`src/rtl/gba_keypad_if.sv`:
```
// Keypad signal bundle between the platform/IO register file (master) and gba_keypad (slave).
interface gba_keypad_if;
    logic [9:0]  buttons_raw;
    logic [15:0] keycnt;
    logic [15:0] keyinput;
    logic [9:0]  key_state;
    logic        keypad_irq;

    modport master (
        output buttons_raw,
        output keycnt,
        input  keyinput,
        input  key_state,
        input  keypad_irq
    );

    modport slave (
        input  buttons_raw,
        input  keycnt,
        output keyinput,
        output key_state,
        output keypad_irq
    );
endinterface

```
`src/rtl/gba_keypad.sv`:
```
// GBA keypad front end: per-key synchroniser and debounce, KEYINPUT generation,
// and the KEYCNT-driven keypad interrupt as a single-cycle pulse.
module gba_keypad #(
    parameter int DEBOUNCE_CYCLES = 16384,
    parameter int CNT_W           = 16
) (
    input logic         gba_clk,
    input logic         reset,
    gba_keypad_if.slave kp
);
    localparam logic [CNT_W-1:0] CNT_LAST = CNT_W'(DEBOUNCE_CYCLES - 1);

    logic [9:0]       s1;
    logic [9:0]       s2;
    logic [9:0]       key_state;
    logic [CNT_W-1:0] cnt [10];
    logic [9:0]       mask;
    logic [9:0]       hit;
    logic             cond;
    logic             active;
    logic             cond_q;
    logic             irq;
    logic             unused_keycnt;

    always_ff @(posedge gba_clk or posedge reset) begin
        if (reset) begin
            s1 <= '0;
            s2 <= '0;
        end else begin
            s1 <= kp.buttons_raw;
            s2 <= s1;
        end
    end

    // A key only changes after DEBOUNCE_CYCLES consecutive disagreeing samples; any agreement restarts the count.
    always_ff @(posedge gba_clk or posedge reset) begin
        if (reset) begin
            key_state <= '0;
            for (int i = 0; i < 10; i++) begin
                cnt[i] <= '0;
            end
        end else begin
            for (int i = 0; i < 10; i++) begin
                if (s2[i] == key_state[i]) begin
                    cnt[i] <= '0;
                end else if (cnt[i] == CNT_LAST) begin
                    key_state[i] <= s2[i];
                    cnt[i]       <= '0;
                end else begin
                    cnt[i] <= cnt[i] + 1'b1;
                end
            end
        end
    end

    always_comb begin
        mask = kp.keycnt[9:0];
        hit  = key_state & mask;
        cond = 1'b0;
        if (kp.keycnt[15]) begin
            cond = (mask != '0) && (hit == mask);
        end else begin
            cond = |hit;
        end
        active = cond & kp.keycnt[14];
    end

    // Pulse only on the rising edge of the enabled condition, so a held combination fires once.
    always_ff @(posedge gba_clk or posedge reset) begin
        if (reset) begin
            cond_q <= 1'b0;
            irq    <= 1'b0;
        end else begin
            cond_q <= active;
            irq    <= active & ~cond_q;
        end
    end

    assign unused_keycnt = ^kp.keycnt[13:10];

    assign kp.key_state  = key_state;
    assign kp.keyinput   = {6'b0, ~key_state};
    assign kp.keypad_irq = irq;
endmodule

```
`src/flat_wrapper.sv`:
```
// flat-port wrapper written by rule: the top's interface ports become plain ports
module gba_keypad_flat 
#(
    parameter int DEBOUNCE_CYCLES = 16384,
    parameter int CNT_W           = 16
)
  (gba_clk, reset, kp_buttons_raw, kp_keycnt, kp_keyinput, kp_key_state, kp_keypad_irq);
  gba_keypad_if kp_i ();
  input logic gba_clk;
  input logic reset;
  input wire logic [$bits(kp_i.buttons_raw)-1:0] kp_buttons_raw;
  input wire logic [$bits(kp_i.keycnt)-1:0] kp_keycnt;
  output wire logic [$bits(kp_i.keyinput)-1:0] kp_keyinput;
  output wire logic [$bits(kp_i.key_state)-1:0] kp_key_state;
  output wire logic [$bits(kp_i.keypad_irq)-1:0] kp_keypad_irq;
  assign kp_i.buttons_raw = kp_buttons_raw;
  assign kp_i.keycnt = kp_keycnt;
  assign kp_keyinput = kp_i.keyinput;
  assign kp_key_state = kp_i.key_state;
  assign kp_keypad_irq = kp_i.keypad_irq;
  gba_keypad #(.DEBOUNCE_CYCLES(DEBOUNCE_CYCLES), .CNT_W(CNT_W)) u_core (.gba_clk(gba_clk), .reset(reset), .kp(kp_i));
endmodule
```
`config.mk`:
```
export PLATFORM = sky130hd
export DESIGN_NAME = gba_keypad_flat
export DESIGN_NICKNAME = d
export VERILOG_FILES = /design/src/rtl/gba_keypad_if.sv /design/src/rtl/gba_keypad.sv /design/src/flat_wrapper.sv
export SDC_FILE = /design/constraint.sdc
export NUM_CORES = 1
export LEC_CHECK = 0
export ABC_AREA = 1
export BUFFER_PORTS_ARGS = -buffer_cell sky130_fd_sc_hd__buf_2
export CELL_PAD_IN_SITES_DETAIL_PLACEMENT = 1
export CELL_PAD_IN_SITES_GLOBAL_PLACEMENT = 1
export CORE_MARGIN = 3
export CORE_UTILIZATION = 51
export DETAILED_ROUTE_END_ITERATION = 8
export PLACE_DENSITY_LB_ADDON = 0.05
export SLEW_MARGIN = 40
export SYNTH_ARGS = -nofsm -noshare
export SYNTH_HDL_FRONTEND = slang
export SYNTH_SLANG_ARGS = --single-unit
```
`constraint.sdc`:
```
create_clock -name gba_clk -period 16.3 [get_ports gba_clk]
set_input_delay 1.63 -clock gba_clk [delete_from_list [all_inputs] [get_ports gba_clk]]
set_output_delay 1.63 -clock gba_clk [all_outputs]
set_load 0.1 [all_outputs]
```
==> results.ini, run 1 <==
[yosys]
yosys_most_used_dff=dfrtp_1
yosysSeqAreaShare_pct=51.2
postSynthCellCount=1049
avgSynthCellArea_um2=8.94
ys_warn_count=0
yosysMostFrequentCell=dfrtp_1
synth-seq-cells=192
yosys-top-cells-area=dfrtp_1, nor2_1, nand2_1
async_reset_ff_share_pct=100
synth.largest_area_cell=dfrtp_1
synth_edf_count=0
synthTopCellsByCount=dfrtp_1, nor2_1, nand2_1
synth_top_area_share_pct=51.2
synth_cell_types=32
post_synth_instance_area_um2=9380

[clock_network]
clkTransAtPathRegs_ns=0.07
post_cts_resized=0
cts-buffers-inserted=17
clock_latency_ns=0.43
clkSinkCount=192
cts_htree_levels=4
ctsRootBufferMaster=clkbuf_16
postCtsSetupBuffers=0
cts_tree=built
clockBufferDepth=2
cts_hold_buffers=0

[worst_setup_path]
slowest_delay_ns=0.47
path_cells=inv_1, buf_2
cp.arrival_ns=1.56
critPathRequiredTime_ns=14.67
slowest_stage=dfrtp_1
cp-end-kind=primary output
r2r_end=u_core.cnt[55]
rrSetupSlack_ns=14.60
startpoint_type=flop
worstRegToRegCells=8
cp_max_fo=4
path_class=flop to primary output
timing.rr.start=u_core.cnt[48]

[detailed_routing]
avgRoutedWirePerCell_um=15.6
vias_per_cell=5.24
first_pass_iters=4
vias=7070
drt_iter0_drc=283
drt_wl_total_um=21000
antenna_left=0
drc=0

[die]
io_pins=55
initial_utilization_pct=53.1
rows=48
die_height_um=142
die-width_um=142
design.core.area_um2=17700
die_area_um2=20100

[cells_and_area]
drive_gt1_share_pct=16.0
n_fill_cell=2102
finalNonFillerCells=1350
final_net_count=1150
diodes=0
area_growth_pct=11.3

[sta]
rsz0062_at_grt=false
finalSetupViolations=0
hold_viol_final=0
drv_slew=0
tightestPinTransition_ns=0.715
finalCritPeriodShare_pct=19.6
finalSetupTns_ns=0
layout_min_cycle_time_ns=3.19
skew_ns=0.0103
slew_headroom_pct=52.3
clock.fmax_mhz=314

[placement]
io_buffer_count=44
place_congestion=0.810
dp_cells=1318
hpwl_um=15100

[grt]
grt.overflow.total=0
antenna_found_initial=2
grt_pass1_wl_um=36900
first_global_vias=7627
grt_usage_pct=22.7
grt_max_degree=145

[worst_hold_path]
hold_end=u_core.s2[3]
hp-class=flop to flop
min_from=u_core.s1[3]
hold_depth=0

[status]
status=complete, no violations

[pwr]
leakagePower_nw=4.56
power_density_nw_per_um2=90.0
max-vdd-ir-drop_mv=0.0802

[run]
cap_violations=0

-- metrics by stage --
stage / hold slack, ns / instance area, um^2 / power (mW) / util (%) / setup slack [ns]
floorplan: 0.331 / 9400 / 0.530 / - / 9.44
global placement: 0.334 / 9870 / 0.542 / 55.9 / 13.10
detailed placement: 0.337 / 9880 / 0.544 / 55.9 / 13.29
CTS: 0.353 / 10400 / 0.950 / 59.1 / 13.08
global route: 0.360 / 10400 / 0.980 / 59.1 / 13.06
finish: 0.351 / 10400 / 0.940 / 59.1 / 13.11
-- critical path: cells and delay by family (launching register included) --
kind / cells / cell delay [ns]
buffers and inverters: 2 / 0.66
flip-flops: 1 / 0.47
-- layer usage --
metal	track usage (%)	vias up	share of wire, %	routed length, um
li1	-	3476	-	-
met1	29.7	3521	45	9540
met2	39.2	51	51	10800
met3	4.68	18	2.4	496
met4	4.80	4	0.72	152
met5	0	-	0.11	24
-- registers in the layout, indices dropped and copies added (netlist names) --
signal,count
u_core.s2,10
u_core.kp.key_state,10
u_core.kp.keypad_irq,1
u_core.cnt,160
u_core.cond_q,1
u_core.s1,10
-- how the worst max path moves through the flow --
| stage | from | to | slack [ns] | cells past startpoint |
|---|---|---|---|---|
| 6_report | u_core.kp.key_state[6] | kp_keyinput[6] | 13.11 | 2 |
| 5_1_grt | u_core.kp.key_state[6] | kp_keyinput[6] | 13.06 | 2 |
| 4_1_cts | u_core.kp.key_state[6] | kp_keyinput[6] | 13.08 | 2 |
| 3_5_place_dp | reset | u_core.cnt[100] | 13.29 | 3 |
| 3_3_place_gp | reset | u_core.cnt[100] | 13.10 | 3 |
| 2_1_floorplan | reset | u_core.cnt[0] | 9.44 | 1 |
-- area by class of cell --
type | instances | area, um^2 | share of cell area, %
flip-flops and latches | 192 | 4800 | 46.0
clock buffers | 21 | 460 | 4.41
well taps | 225 | 282 | 2.70
inverters | 122 | 470 | 4.51
clock inverters | 11 | 104 | 0.994
repair buffers | 45 | 228 | 2.18
multi-input cells | 734 | 4090 | 39.2
-- cells by family (layout without fill, tap and decap cells) --
group                    count (synthesis)  in the layout  share of synthesized area [%]
XOR/XNOR                                78             78                           7.28
other                                    1              6                         0.0400
AND/OR/NAND/NOR                        561            561                           29.9
adder cells (fa/ha/maj)                 10             10                           1.33
AO/OA/AOI/OAI                           79             79                           4.89
buffers and inverters                  128            199                           5.36
flip-flops                             192            192                           51.2
-- report_power, final --
group | internal (mW) | total [mW] | switching [mW]
Clock | 0.220 | 0.406 | 0.186
Sequential | 0.485 | 0.491 | 0.00612
Combinational | 0.00977 | 0.0431 | 0.0333
Total | 0.715 | 0.940 | 0.225
-- placed cells by master, fill, tap and decap left out, drive strengths merged, types with 21 or more instances in the layout --
cell type and count:
a21oi 40, buf 45, clkbuf 21, dfrtp 192, inv 125, nand2 171
nand3 61, nand4 22, nor2 224, nor3 60, xor2 58
Note: power is estimated with default switching activity, not from simulation.
==> inputs of run 2 (changes only) <==
- CORE_UTILIZATION: 51 -> 43
- clock period: 16.3 -> 2.89 ns (I/O delays scaled with it)
==> run 2 against run 1 <==
  * Cell count up 4.6%
  * First-iteration DRC count up 4.9%
  * Routed wire length down 1.7%
  * Utilization down 9.1 points
  * Critical endpoint unchanged
==> results.ini, run 2 (synthesis results as in run 1) <==
[die]
rows=53
die_height_um=154
initial_utilization_pct=44.2
design.core.area_um2=21200
io_pins=55
die_area_um2=23600
die-width_um=154

[cells_and_area]
multiInputGateArea_um2=4090
final_cell_mix=dfrtp_1, nor2_1, nand2_1
diodes=0
mostFrequentLayoutCell=dfrtp_1
largest_reg_flops=160
area_growth_pct=13.1
final_net_count=1163
top_register=u_core.cnt
n_fill_cell=2520
seq_area_um2=4800
drive_gt1_share_pct=15.9

[sta]
clock.fmax_mhz=550
skew_ns=0.00926
finalSetupTns_ns=0
rsz0062_at_grt=false
slew_headroom_pct=59.8
hold_viol_final=0
layout_min_cycle_time_ns=1.82
drv_slew=0
finalCritPeriodShare_pct=62.9
tightestPinTransition_ns=0.602
fin_hold_ws_ns=0.126
finalSetupViolations=0

[worst_hold_path]
hold_depth=4
min_from=kp_keycnt[15]
hp-class=input pin to flop

[worst_setup_path]
cp_max_fo=4
cp-end-kind=primary output
startpoint_type=flop
worstRegToRegCells=8
timing.rr.start=u_core.cnt[144]
path_class=flop to primary output
cp.arrival_ns=1.53
critPathRequiredTime_ns=2.60
crit_start=u_core.kp.key_state[6]

[pwr]
power_density_nw_per_um2=491
leakagePower_nw=4.60
max-vdd-ir-drop_mv=0.401

[placement]
hpwl_um=15000
io_buffer_count=44
place_congestion=0.769

[clock_network]
clock_latency_ns=0.43
clkSinkCount=192
ctsRootBufferMaster=clkbuf_16
clkTransAtPathRegs_ns=0.07
cts_htree_levels=4
postCtsSetupBuffers=0
clockBufferDepth=2
cts_tree=built
cts-buffers-inserted=17

[detailed_routing]
vias_per_cell=4.93
drc=0
avgRoutedWirePerCell_um=14.6
antenna_left=0
vias=6968
first_pass_iters=5
drt_iter0_drc=297
drt_wl_total_um=20700

[run]
cap_violations=0

[grt]
antenna_found_initial=2
grt_pass1_wl_um=36200
first_global_vias=7403
grt_usage_pct=18.6
grt_max_degree=81
grt.overflow.total=0

[status]
status=complete, no violations

[run 2: cell count changes in the layout (fill, tap and decap cells not counted)]
| cell | before | now |
|---|---|---|
| inv_12 | 1 | 0 |
| clkbuf_8 | 2 | 1 |
| clkinv_2 | 3 | 2 |
| dlygate4sd3_1 | 0 | 11 |
| clkinvlp_4 | 2 | 4 |
| buf_12 | 0 | 2 |
| bufinv_16 | 1 | 0 |
| clkinv_4 | 2 | 3 |
[run 2: area by class of cell]
type                    instances  area share, %
clock buffers                  20           4.21
clock inverters                11          0.802
inverters                     122           4.35
multi-input cells             734           38.6
flip-flops and latches        192           45.3
well taps                     275           3.24
repair buffers                 58           3.56
[run 2: critical path, stage by stage (launching register included)]
cell	delay (ns)
dfrtp_1	0.46
inv_1	0.18
buf_2	0.46
[run 2: power by group]
| group | switching (mW) | internal (mW) |
|---|---|---|
| Sequential | 0.0350 | 2.73 |
| Clock | 1.06 | 1.13 |
| Combinational | 0.186 | 0.0685 |
[run 2: final timing paths]
kind	to	slack, ns
worst min-delay path	u_core.cond_q	0.13
worst max register to register	u_core.cnt[149]	1.22
max in group asynchronous	u_core.cnt[104]	1.59
worst max-delay path	kp_keyinput[6]	1.07
min in group asynchronous	u_core.s1[5]	0.48
worst min register to register	u_core.s2[7]	0.35
[run 2: layer usage]
layer,part of all wire (%),GRT usage (%),up-vias
li1,-,-,3504
met1,49,25.9,3372
met2,47,29.7,64
met3,3.0,4.25,24
met4,1.4,4.46,4
met5,0.11,0,-
[run 2: through the flow]
step | cells | setup slack (ns) | util, % | power, mW | cell area (um^2)
finish | 1412 | 1.07 | 50.0 | 5.21 | 10600
global route | 1412 | 1.00 | 50.0 | 5.46 | 10600
CTS | 1412 | 1.04 | 50.0 | 5.30 | 10600
detailed placement | 1370 | 1.23 | 47.0 | 3.07 | 9970
global placement | 1370 | 1.25 | 47.0 | 3.07 | 9970
floorplan | 1054 | 0.125 | - | 2.99 | 9410
[run 2: what timing repair did]
item                                   in CTS  in global routing
gates resized for setup                     0                  0
hold buffers                               11                  0
endpoints found under the hold margin      32                  0
==> inputs of run 3 (changes only) <==
- clock period: 2.89 -> 1.6 ns (I/O delays scaled with it)
==> run 3 against run 2 <==
  * Sequential power increased by 81%
  * Global-route usage increased by 0.51 points
  * Die area unchanged
  * Clock power increased by 88%
  * Critical path depth decreased by 1
  * Combinational power increased by 100%
  * Utilization increased by 2.5 points
  * Critical endpoint is now kp_key_state[2]
  * Via count increased by 3.6%
==> results.ini, run 3 (synthesis results as in run 1) <==
[cells_and_area]
finalInstanceArea_um2=11200
final_cell_mix=dfrtp_1, nor2_1, nand2_1
mostFrequentLayoutCell=dfrtp_1
drive_gt1_share_pct=20.4
multiInputGateArea_um2=4340
finalNonFillerCells=1449
diodes=0
seq_area_um2=4800
final_net_count=1200
top_register=u_core.cnt
n_fill_cell=2541
area_growth_pct=18.9
largest_reg_flops=160

[sta]
clock.fmax_mhz=639
drv_slew=0
hold_viol_final=0
finalSetupViolations=0
finalSetupTns_ns=0
finalCritPeriodShare_pct=97.7
rsz0062_at_grt=true
layout_min_cycle_time_ns=1.56
skew_ns=0.0194

[detailed_routing]
avgRoutedWirePerCell_um=15.1
antenna_left=0
vias=7217
drt_wl_total_um=21800
vias_per_cell=4.98
first_pass_iters=4
drt_iter0_drc=294
drc=0

[worst_setup_path]
path_class=flop to primary output
cp.arrival_ns=1.40
cp-end-kind=primary output
slowest_stage=dfrtp_1
startpoint_type=flop
cp_max_fo=4
path_buf_inv=1
rrSetupSlack_ns=0.10
critPathRequiredTime_ns=1.44
path_cells=buf_2
slowest_delay_ns=0.49
cp_top_family=flip-flops

[die]
design.core.area_um2=21200
initial_utilization_pct=44.2
die_height_um=154
die_area_um2=23600
io_pins=55
rows=53
die-width_um=154

[clock_network]
clock_latency_ns=0.44
clockBufferDepth=2
ctsRootBufferMaster=clkbuf_16
cts-buffers-inserted=17
clkTransAtPathRegs_ns=0.08
clkSinkCount=192
cts_htree_levels=4
cts_tree=built

[placement]
placed_cell_area_um2=10100
io_buffer_count=44
hpwl_um=14900
dp_cells=1390
place_congestion=0.776

[grt]
grt_max_degree=89
grt_pass1_wl_um=36900
grt.overflow.total=0
grt_usage_pct=19.1
antenna_found_initial=0
first_global_vias=7546

[pwr]
power_mw=9.64
max-vdd-ir-drop_mv=0.514
leakagePower_nw=4.81
power_density_nw_per_um2=864

[status]
status=complete, no violations

[worst_hold_path]
hp-class=input pin to flop

[run]
cap_violations=0

## run 3: cell count changes in the layout (fill, tap and decap cells not counted), moves of 6 or more
cell | before | now
buf_2 | 44 | 32
ha_1 | 10 | 4
nand2_4 | 4 | 12
nor2_4 | 15 | 21
nand3_2 | 15 | 9
ha_2 | 0 | 6
buf_4 | 1 | 36
nor2_2 | 26 | 20
nand3_4 | 0 | 7
## run 3: area by class of cell
cell class / count / area share [%]
flip-flops and latches: 192 / 43.1
clock inverters: 12 / 1.01
inverters: 122 / 4.14
clock buffers: 19 / 3.97
multi-input cells: 740 / 38.9
repair buffers: 89 / 5.83
well taps: 275 / 3.08
## run 3: through the flow
stage	utilization [%]	setup WS (ns)	hold slack (ns)
2_1_floorplan	-	-1.04	0.191
3_3_place_gp	47.7	0.0507	0.268
3_5_place_dp	47.7	0.0107	0.270
4_1_cts	51.0	0.00604	0.0103
5_1_grt	52.6	-0.0635	0.0488
6_report	52.6	0.0361	0.0290
## run 3: routing by layer
| metal | track usage (%) | routed length [um] | part of all wire (%) |
|---|---|---|---|
| met2 | 31.5 | 10500 | 48 |
| met1 | 25.9 | 10600 | 48 |
| met5 | 0 | 0 | 0 |
| met4 | 4.46 | 204 | 0.93 |
| met3 | 4.25 | 531 | 2.4 |
## run 3: worst paths after layout
path                                   endpoint                   start  depth (start not counted)
hold reg to reg                    u_core.s2[5]            u_core.s1[5]                          0
max in group asynchronous  u_core.kp.keypad_irq                   reset                          4
setup reg to reg                 u_core.cnt[89]          u_core.cnt[80]                          8
setup / recovery                kp_key_state[2]  u_core.kp.key_state[2]                          1
min in group asynchronous        u_core.cnt[15]                   reset                          4
hold / removal                    u_core.cond_q           kp_keycnt[14]                          5
## run 3: timing repair
item	CTS	global route
endpoints found under the hold margin	203	0
gates resized for setup	8	54
endpoints found under the setup margin	9	100
hold buffers	12	0
pin swaps	0	16
cloned	0	6
setup buffers	0	10
## run 3: power by group
part	switching, mW	internal (mW)	leakage (nW)
clock	1.93	2.19	0.270
combinational	0.360	0.155	1.93
sequential	0.0645	4.94	2.61
total	2.35	7.28	4.81
